## config.mk

```make
export PLATFORM = sky130hd
export DESIGN_NAME = bf_stage_seq_flat
export DESIGN_NICKNAME = d
export VERILOG_FILES = /design/src/rtl/bf_stage_seq_if.sv /design/src/rtl/bf_stage_seq.sv /design/src/flat_wrapper.sv
export SDC_FILE = /design/constraint.sdc
export NUM_CORES = 1
export LEC_CHECK = 0
export CAP_MARGIN = 20
export CORE_MARGIN = 2
export CORE_UTILIZATION = 45
export DETAILED_ROUTE_END_ITERATION = 8
export GPL_ROUTABILITY_DRIVEN = 0
export GPL_TIMING_DRIVEN = 1
export PLACE_DENSITY = 0.68
export SYNTH_ARGS = -nofsm -noshare
export SYNTH_HDL_FRONTEND = slang
export SYNTH_SLANG_ARGS = --single-unit
```

## constraint.sdc

```tcl
create_clock -name clk -period 1.5 [get_ports clk]
set_input_delay 0.15 -clock clk [delete_from_list [all_inputs] [get_ports clk]]
set_output_delay 0.15 -clock clk [all_outputs]
set_load 0.02 [all_outputs]
```

## src/rtl/bf_stage_seq_if.sv

```systemverilog
// Control bundle between a butterfly-stage sequencer and whatever starts
// frames and consumes its select/enable/index/status outputs.
interface bf_stage_seq_if #(
  parameter int CNT_W = 6
);
  logic             valid_in;
  logic             soft_clr;
  logic             sel_in;
  logic             mux_en;
  logic [CNT_W-1:0] tw_idx;
  logic             busy;
  logic             frame_done;
  logic             start_err;

  // Frame source / status consumer side
  modport master (
    output valid_in, soft_clr,
    input  sel_in, mux_en, tw_idx, busy, frame_done, start_err
  );

  // Sequencer side
  modport slave (
    input  valid_in, soft_clr,
    output sel_in, mux_en, tw_idx, busy, frame_done, start_err
  );
endinterface

```

## src/rtl/bf_stage_seq.sv

```systemverilog
// Control sequencer for one parallel radix-2 butterfly stage.
// An input-side FSM counts the beats of a frame and drives the demux select;
// an output-side FSM, kicked by the input side at beat DEPTH-1, drives the
// twiddle mux enable and index. The two sides overlap so back-to-back frames
// run without a bubble. Every output is a flop.
module bf_stage_seq #(
  parameter int DEPTH     = 4,
  parameter int FRAME_LEN = 32,
  parameter int CNT_W     = 6
) (
  input  logic           clk,
  input  logic           rstn,
  bf_stage_seq_if.slave  bus
);

  typedef enum logic { IN_IDLE  = 1'b0, IN_RUN  = 1'b1 } in_state_t;
  typedef enum logic { OUT_IDLE = 1'b0, OUT_RUN = 1'b1 } out_state_t;

  // Bit of the beat counter that toggles every DEPTH beats
  localparam int               SEL_BIT  = $clog2(DEPTH);
  localparam logic [CNT_W-1:0] CNT_LAST = CNT_W'(FRAME_LEN - 1);
  localparam logic [CNT_W-1:0] CNT_TRIG = CNT_W'(DEPTH - 1);

  in_state_t        in_state_q,  in_state_d;
  out_state_t       out_state_q, out_state_d;
  logic [CNT_W-1:0] in_cnt_q,    in_cnt_d;
  logic [CNT_W-1:0] out_cnt_q,   out_cnt_d;

  logic             sel_in_q,     sel_in_d;
  logic             mux_en_q,     mux_en_d;
  logic [CNT_W-1:0] tw_idx_q,     tw_idx_d;
  logic             busy_q,       busy_d;
  logic             frame_done_q, frame_done_d;
  logic             start_err_q,  start_err_d;

  logic             out_trig;

  // Input side: accept starts, count beats, flag strobes that land mid-frame
  always_comb begin
    in_state_d  = in_state_q;
    in_cnt_d    = in_cnt_q;
    start_err_d = 1'b0;
    if (bus.soft_clr) begin
      in_state_d = IN_IDLE;
      in_cnt_d   = '0;
    end else begin
      unique case (in_state_q)
        IN_IDLE: begin
          if (bus.valid_in) begin
            in_state_d = IN_RUN;
            in_cnt_d   = '0;
          end
        end
        IN_RUN: begin
          if (in_cnt_q == CNT_LAST) begin
            // A strobe right after the last beat is a back-to-back start
            in_state_d = bus.valid_in ? IN_RUN : IN_IDLE;
            in_cnt_d   = '0;
          end else begin
            in_cnt_d    = in_cnt_q + 1'b1;
            start_err_d = bus.valid_in;
          end
        end
        default: begin
          in_state_d = IN_IDLE;
          in_cnt_d   = '0;
        end
      endcase
    end
  end

  // Output side is launched once the delay line holds DEPTH beats
  assign out_trig = (in_state_q == IN_RUN) && (in_cnt_q == CNT_TRIG);

  // Output side: run FRAME_LEN enable beats, pulse done after the last one
  always_comb begin
    out_state_d  = out_state_q;
    out_cnt_d    = out_cnt_q;
    frame_done_d = 1'b0;
    if (bus.soft_clr) begin
      out_state_d = OUT_IDLE;
      out_cnt_d   = '0;
    end else begin
      if (out_state_q == OUT_RUN) begin
        if (out_cnt_q == CNT_LAST) begin
          out_state_d  = OUT_IDLE;
          out_cnt_d    = '0;
          frame_done_d = 1'b1;
        end else begin
          out_cnt_d = out_cnt_q + 1'b1;
        end
      end
      // A new frame's launch coincides with the previous frame's last beat
      // at most, so restarting here never truncates a running drain.
      if (out_trig) begin
        out_state_d = OUT_RUN;
        out_cnt_d   = '0;
      end
    end
  end

  // Output decode from next state so the registered outputs line up with beats
  always_comb begin
    sel_in_d = (in_state_d == IN_RUN) && in_cnt_d[SEL_BIT];
    mux_en_d = (out_state_d == OUT_RUN);
    tw_idx_d = (out_state_d == OUT_RUN) ? out_cnt_d : '0;
    busy_d   = (in_state_d == IN_RUN) || (out_state_d == OUT_RUN);
  end

  // State, counters and output registers
  always_ff @(posedge clk or negedge rstn) begin
    if (!rstn) begin
      in_state_q   <= IN_IDLE;
      out_state_q  <= OUT_IDLE;
      in_cnt_q     <= '0;
      out_cnt_q    <= '0;
      sel_in_q     <= 1'b0;
      mux_en_q     <= 1'b0;
      tw_idx_q     <= '0;
      busy_q       <= 1'b0;
      frame_done_q <= 1'b0;
      start_err_q  <= 1'b0;
    end else begin
      in_state_q   <= in_state_d;
      out_state_q  <= out_state_d;
      in_cnt_q     <= in_cnt_d;
      out_cnt_q    <= out_cnt_d;
      sel_in_q     <= sel_in_d;
      mux_en_q     <= mux_en_d;
      tw_idx_q     <= tw_idx_d;
      busy_q       <= busy_d;
      frame_done_q <= frame_done_d;
      start_err_q  <= start_err_d;
    end
  end

  assign bus.sel_in     = sel_in_q;
  assign bus.mux_en     = mux_en_q;
  assign bus.tw_idx     = tw_idx_q;
  assign bus.busy       = busy_q;
  assign bus.frame_done = frame_done_q;
  assign bus.start_err  = start_err_q;

endmodule

```

## src/flat_wrapper.sv

```systemverilog
// flat-port wrapper written by rule: the top's interface ports become plain ports
module bf_stage_seq_flat 
#(
  parameter int DEPTH     = 4,
  parameter int FRAME_LEN = 32,
  parameter int CNT_W     = 6
)
  (clk, rstn, bus_valid_in, bus_soft_clr, bus_sel_in, bus_mux_en, bus_tw_idx, bus_busy, bus_frame_done, bus_start_err);
  bf_stage_seq_if #(.CNT_W(CNT_W)) bus_i ();
  input  logic clk;
  input  logic rstn;
  input wire logic [$bits(bus_i.valid_in)-1:0] bus_valid_in;
  input wire logic [$bits(bus_i.soft_clr)-1:0] bus_soft_clr;
  output wire logic [$bits(bus_i.sel_in)-1:0] bus_sel_in;
  output wire logic [$bits(bus_i.mux_en)-1:0] bus_mux_en;
  output wire logic [$bits(bus_i.tw_idx)-1:0] bus_tw_idx;
  output wire logic [$bits(bus_i.busy)-1:0] bus_busy;
  output wire logic [$bits(bus_i.frame_done)-1:0] bus_frame_done;
  output wire logic [$bits(bus_i.start_err)-1:0] bus_start_err;
  assign bus_i.valid_in = bus_valid_in;
  assign bus_i.soft_clr = bus_soft_clr;
  assign bus_sel_in = bus_i.sel_in;
  assign bus_mux_en = bus_i.mux_en;
  assign bus_tw_idx = bus_i.tw_idx;
  assign bus_busy = bus_i.busy;
  assign bus_frame_done = bus_i.frame_done;
  assign bus_start_err = bus_i.start_err;
  bf_stage_seq #(.DEPTH(DEPTH), .FRAME_LEN(FRAME_LEN), .CNT_W(CNT_W)) u_core (.clk(clk), .rstn(rstn), .bus(bus_i));
endmodule
```

# Word-level counts from Yosys, hierarchy flattened
# Cells that the tools add are included.
# op_classes
n_addsub	2
n_eq_ne	4
mux	23
bitwise_logic	1
n_reduce_logical	3
# ops
operator	count
two-way mux 6 bit	8
two-way mux 1 bit	13
adder 6 x 1 -> 6 bit, second input constant	2
== test 6 x 5 -> 1 bit, second input constant	2
one-hot mux 6 bit (2 select lines)	1
== test 6 x 2 -> 1 bit, second input constant	1
inequality test 3 bit, second input constant	1
logical AND 1 bit	2
one-hot mux 1 bit (2 select lines)	1
logical OR 1 bit	1
inverter 1 bit	1
# totals
ff_bits	24
input_bits	4
out_inout_bits	11

# Depth between registers and ports, before layout
# depth
ltp_word	6
mapped_depth	4

# Worst setup path before layout
# Ideal clock, no wire load.
# synth_path
kind	reg2reg
from	register u_core.out_state_q
to	register u_core.tw_idx_q[5], in the netlist u_core.bus.tw_idx[5]
t_arrival_ns	1.362
slack_ns	0.027
path_stages_with_launch	5
n_path_buf	1
period_less_slack_ns	1.473
cell_sequence	dfrtp_1 buf_6 nand3_2 or3_4 a2111oi_2
# synth_via
elab_chain_cells	4
elab_cells_between_ends	7
cone_classes	7 x mux
# synth_rtl
item	line_no	source
start, declared	bf_stage_seq.sv:25	out_state_t out_state_q, out_state_d;
start signal, assigned	bf_stage_seq.sv:125	out_state_q <= out_state_d;
two-way mux 6 bit / two-way mux 1 bit (equally long branches)	bf_stage_seq.sv:84	if (out_state_q == OUT_RUN) begin
two-way mux 6 bit / two-way mux 1 bit (equally long branches)	bf_stage_seq.sv:95	if (out_trig) begin
two-way mux 6 bit / two-way mux 1 bit (equally long branches)	bf_stage_seq.sv:80	if (bus.soft_clr) begin
two-way mux 6 bit (*)	bf_stage_seq.sv:106	tw_idx_d = (out_state_d == OUT_RUN) ? out_cnt_d : '0;
named net u_core.tw_idx_d[5]	bf_stage_seq.sv:31	logic [CNT_W-1:0] tw_idx_q, tw_idx_d;
end signal, assigned	bf_stage_seq.sv:130	tw_idx_q <= tw_idx_d;
end, declared	bf_stage_seq.sv:31	
# Mark *: on every way through the listed nets, which the timed path passes. The rest lies on a longest branch.
# A chain may end at the register's enable or synchronous reset.

# Worst setup path after layout
# layout_path
from	register u_core.in_cnt_q[1]
to	register u_core.out_cnt_q[3]
# layout_via
elab_chain_cells	4
# layout_rtl
item	line_no	source
start, declared	bf_stage_seq.sv:26	logic [CNT_W-1:0] in_cnt_q, in_cnt_d;
start signal, assigned	bf_stage_seq.sv:126	in_cnt_q <= in_cnt_d;
== test 6 x 2 -> 1 bit	bf_stage_seq.sv:73	assign out_trig = (in_state_q == IN_RUN) && (in_cnt_q == CNT_TRIG);
logical AND 1 bit	bf_stage_seq.sv:73	
two-way mux 6 bit	bf_stage_seq.sv:95	
two-way mux 6 bit	bf_stage_seq.sv:80	
named net u_core.out_cnt_d[3]	bf_stage_seq.sv:27	logic [CNT_W-1:0] out_cnt_q, out_cnt_d;
end signal, assigned	bf_stage_seq.sv:127	out_cnt_q <= out_cnt_d;
end, declared	bf_stage_seq.sv:27	
# The timed path passes the listed nets, and every way through them passes these cells.

==> results.md <==
- In this run the worst path has a maximum fanout of 7.
- Among all flip-flop cells after synthesis, the most frequent one is sky130_fd_sc_hd__dfrtp_1.
- The commonest cells after synthesis are sky130_fd_sc_hd__dfrtp_1, sky130_fd_sc_hd__nor2_1, sky130_fd_sc_hd__nor3_1, sky130_fd_sc_hd__o21ai_0.
- The biggest area contributor in the post-synthesis netlist is sky130_fd_sc_hd__dfrtp_1.
- The number of maximum-capacitance violations is 0.
- The type of the worst setup path is reg -> reg.
- The number of warning messages in the yosys log is 0.
- In the final layout, the share of cells above drive strength 1 is 17.2%.
- The maximum frequency from static timing analysis is 0.700 GHz.
- The clock network fraction of total power is 26.6%.
- The core region is ~0.0023 sq mm.
- For the worst flop-to-flop path, the logic depth is 4.
- The required time at the endpoint of the critical path is 1.72 ns.
- The per-cell via count in the routed design is 5.51.
- The launching element of the worst setup path is u_core.in_cnt_q[1]$_DFFE_PN0P_.
- Summing over every cut layer, the via total after detailed routing is 860.
- In this run the tool buffered the top-level ports with 14 buffer cells.
- Row generation in the floorplan step produced 17 rows.
- The number of hold buffers added after CTS is 0.
- The run finished with clean final reports.
- The highest ir drop seen on vdd is approximately 0.00048 V.
- The kind of start point of the critical path is a register.
- The final hold violation count was 0.
- Walking the worst path, the cells encountered are ha_1, a41o_1, buf_4, nor3_1.
- The number of instances in the synthesized netlist is slightly above 100.
- The area of combinational cells with multiple inputs is about 460 sq um.
- The power density of the placed cells is 751 mW/mm^2.
- Data arrives at the worst endpoint at 1.65 ns.
- Counting along the longest clock path gives a buffer depth of 2.
- The area growth from synthesis to final layout is 25.3%.
- The fraction of power consumed by combinational cells is 8.8%.
- The switching power is 0.240 mW.
- Summed over all layers, the global routing overflow is 0.
- The number of remaining DRC errors is 0.
- The final max-slew violation count is 0.
- The startpoint of the most critical register-to-register path is u_core.in_cnt_q[1]$_DFFE_PN0P_.
- The mean routed wirelength per cell is 13.7 microns.
- In this run the vertical extent of the chip is between 50 and 60 microns.
- The number of nets in the final layout is around 140.
- The via count of the first global-routing pass is between 800 and 900.
- The worst min-delay path class is in -> async.
- TritonCTS built the clock tree.
- The initial antenna violation count was 0.
- The share of the Yosys chip area taken by registers is roughly 55%.
- In this run, flip-flops and latches consume 64.6% of the power.
- For this run, the total global-route usage over all layers was measured as 18.8%.
- The proportion of total power due to net switching is 23.3%.
- The die footprint is 0.00284 sq mm.
- The number of iterations in the first detailed-routing pass is 4.
- 0 antenna diodes ended up in the layout.
- The number of buffer and inverter instances along the worst setup path is 1.
- The number of endpoints failing setup at the final stage is 0.
- The capture point of the worst reg-to-reg path is u_core.out_cnt_q[3]$_DFF_PN0_.
- The final critical path time including I/O delays and setup is 1.43 ns.
- The detail route stage leaves a number of antenna-violating nets equal to 0.
- Yosys instantiated no cell more often than sky130_fd_sc_hd__dfrtp_1.
- Clock tree synthesis selected as its root buffer the cell sky130_fd_sc_hd__clkbuf_4.
- The half-perimeter wire length after detailed placement is ~1600 microns.
- The internal power summed over all cells is 0.790 mW.
- For this block, the initial DRC count from the detailed router was 6.
- The later pin in the worst-skew pair is clocked with a latency of 0.30 ns.
- Of all flip-flops after synthesis, the portion carrying an async set or reset was 100%.
- The final wirelength is ~2100 microns.
- The clock slew seen by the registers of the worst setup and hold paths is 0.13 ns.
- For this design, the slowest cell found on the critical path is sky130_fd_sc_hd__dfrtp_1.
- The global-route wire length before repair is 3840 microns.
- The final worst-path cycle share is 95.2%.
- From left edge to right edge, the die measures 53.3 microns.
- Yosys attributes the largest share of cell area to sky130_fd_sc_hd__dfrtp_1, sky130_fd_sc_hd__nor3_1, sky130_fd_sc_hd__o21ai_0.
- On the critical path the largest part of the delay comes from flip-flops.
- Hold timing on the final database bottoms out at a slack of 0.178 ns.
- The mapped netlist covers 0.00109 sq mm.
- Setup repair after global routing left no endpoint under its margin.
- CTS built an H-tree with a depth of 1.
- The share of synthesized area in the top cell type comes to 54.9%.
- The number of ports placed on the die boundary is 15.
- For the final database, setup skew stands at 0.00545 ns.
- The total clock sinks is 24.
- Counting flops with a built-in enable in the synthesized netlist gives 0.
- Entering global routing, the biggest net connects 25 pins.
- Yosys mapped the design onto 33 distinct sky130hd cell types.
- The post-synthesis average cell area is 10.7 sq um.
- The layout has 196 filler cells.
- The worst register-to-register path has a setup slack of 0.07 ns.
- Across the whole layout, storage elements account for between 600 and 700 sq um.
- Summed over all failing endpoints, the final setup total negative slack is 0 ns.
- The net count of the mapped netlist is 108.
- The slew at the pin closest to its max-slew limit is approximately 0.39 ns.
- The critical path capture point type is a register.
- The headroom to the max-slew limit is roughly 74%.
- Once the floorplan was initialized, standard cells occupied slightly below 50% of the core.
- The number of flip-flops and latches in the synthesized netlist is 24.
- The reported leakage power is 0.573 nW.
- The fraction of the core area covered by cells at the end of the flow is 60.8%.
- The total clock buffers created by CTS is 3.
- The stage delay of the slowest cell on the critical path is 0.42 ns.
## power groups by stage
stage,sequential (mW),clock [mW],combinational (mW)
2_1_floorplan,0.682,0,0.0337
3_5_place_dp,0.678,0,0.0916
3_3_place_gp,0.677,0,0.0897
4_1_cts,0.665,0.280,0.0918
5_1_grt,0.667,0.316,0.102
6_report,0.665,0.274,0.0909
## how the worst max path moves through the flow
stage                     slack (ns)                        endpoint  cells after the start
after floorplan                 0.03  u_core.bus.tw_idx[5]$_DFF_PN0_                      4
after global placement          0.04  u_core.in_cnt_q[5]$_DFFE_PN0P_                      4
after detailed placement        0.01  u_core.in_cnt_q[5]$_DFFE_PN0P_                      4
after CTS                       0.02       u_core.bus.busy$_DFF_PN0_                      4
after global routing           0.006   u_core.out_cnt_q[3]$_DFF_PN0_                      4
final                           0.07   u_core.out_cnt_q[3]$_DFF_PN0_                      4
## metal layers
metal / wire length [microns] / part of all wire [%] / global-route usage, % / vias to the layer above
li1: - / - / - / 419
met1: 1070 / 50 / 26.2 / 414
met2: 947 / 44 / 28.4 / 25
met3: 100 / 4.7 / 2.82 / 2
met4: 16 / 0.75 / 8.55 / 0
met5: 0 / 0 / 0 / -
## flip-flops by register name (all words and copies together) (netlist names)
signal	cells
u_core.in_state_q	1
u_core.bus.frame_done	1
u_core.bus.tw_idx	6
u_core.bus.start_err	1
u_core.bus.busy	1
u_core.out_state_q	1
u_core.out_cnt_q	6
u_core.bus.sel_in	1
u_core.in_cnt_q	6
## cell type report
cell class                 count  share of cell area, %
multi-input combinational     70                   33.6
inverter                       4                   1.09
timing repair buffer          27                   17.2
clock buffer                   3                   1.64
sequential                    24                   43.9
tap                           28                   2.55
## per-stage QoR
| stage | setup slack (ns) | cells | power [mW] | cell area, sq um |
|---|---|---|---|---|
| floorplan | 0.0270 | 102 | 0.715 | 1090 |
| global placement | 0.0352 | 153 | 0.767 | 1340 |
| finish | 0.0713 | 156 | 1.03 | 1370 |
| global route | 0.00634 | 156 | 1.09 | 1370 |
| detailed placement | 0.0135 | 153 | 0.769 | 1340 |
| CTS | 0.0226 | 156 | 1.04 | 1360 |
## logic make-up (layout without fill, tap and decap cells)
kind of cell,after synthesis,in the layout,synth area share [%]
AND/OR/NAND/NOR,39,39,20.0
AO/OA/AOI/OAI,24,24,15.1
flip-flops,24,24,54.9
buffers and inverters,8,34,3.77
XOR/XNOR,5,5,4.00
adder cells (fa/ha/maj),2,2,2.29
## placed cells by master (no fill, tap or decap)
cell	netlist	final
sky130_fd_sc_hd__nor2_1	7	7
sky130_fd_sc_hd__clkbuf_4	0	3
sky130_fd_sc_hd__nor3_2	1	1
sky130_fd_sc_hd__or3_1	3	3
sky130_fd_sc_hd__dlygate4sd2_1	0	1
sky130_fd_sc_hd__o211ai_1	2	2
sky130_fd_sc_hd__or4_1	1	1
sky130_fd_sc_hd__xor2_1	3	3
sky130_fd_sc_hd__buf_4	0	13
sky130_fd_sc_hd__dfrtp_1	24	23
sky130_fd_sc_hd__nor2b_1	2	2
sky130_fd_sc_hd__clkdlybuf4s50_1	0	13
sky130_fd_sc_hd__a2111oi_2	1	1
sky130_fd_sc_hd__inv_1	4	4
sky130_fd_sc_hd__o21ai_0	6	5
sky130_fd_sc_hd__nand4_1	3	3
sky130_fd_sc_hd__o31ai_1	1	1
sky130_fd_sc_hd__nand3b_1	1	1
sky130_fd_sc_hd__nand3_2	1	1
sky130_fd_sc_hd__nor4_1	1	1
sky130_fd_sc_hd__a41o_1	1	1
sky130_fd_sc_hd__or3_4	1	1
sky130_fd_sc_hd__o21ai_4	0	1
sky130_fd_sc_hd__nand3_1	4	4
sky130_fd_sc_hd__nand2b_1	4	4
sky130_fd_sc_hd__a22oi_1	2	2
sky130_fd_sc_hd__xnor2_1	2	2
sky130_fd_sc_hd__a211oi_1	1	1
sky130_fd_sc_hd__a41oi_1	1	1
sky130_fd_sc_hd__dfrtp_2	0	1
sky130_fd_sc_hd__o21ai_1	2	3
sky130_fd_sc_hd__a21oi_1	4	4
sky130_fd_sc_hd__a22o_1	2	2
sky130_fd_sc_hd__ha_1	2	2
sky130_fd_sc_hd__nor3_1	6	6
sky130_fd_sc_hd__nand2_1	4	4
## what timing repair did
| action | 4_1_cts | 5_1_grt |
|---|---|---|
| buffers inserted | 0 | 0 |
| endpoints found under the hold margin | 0 | 0 |
| resized for setup | 1 | 3 |
| gates cloned | 0 | 0 |
| setup endpoints to repair | 1 | 9 |
No activity file was read; power rests on OpenSTA's default activity.
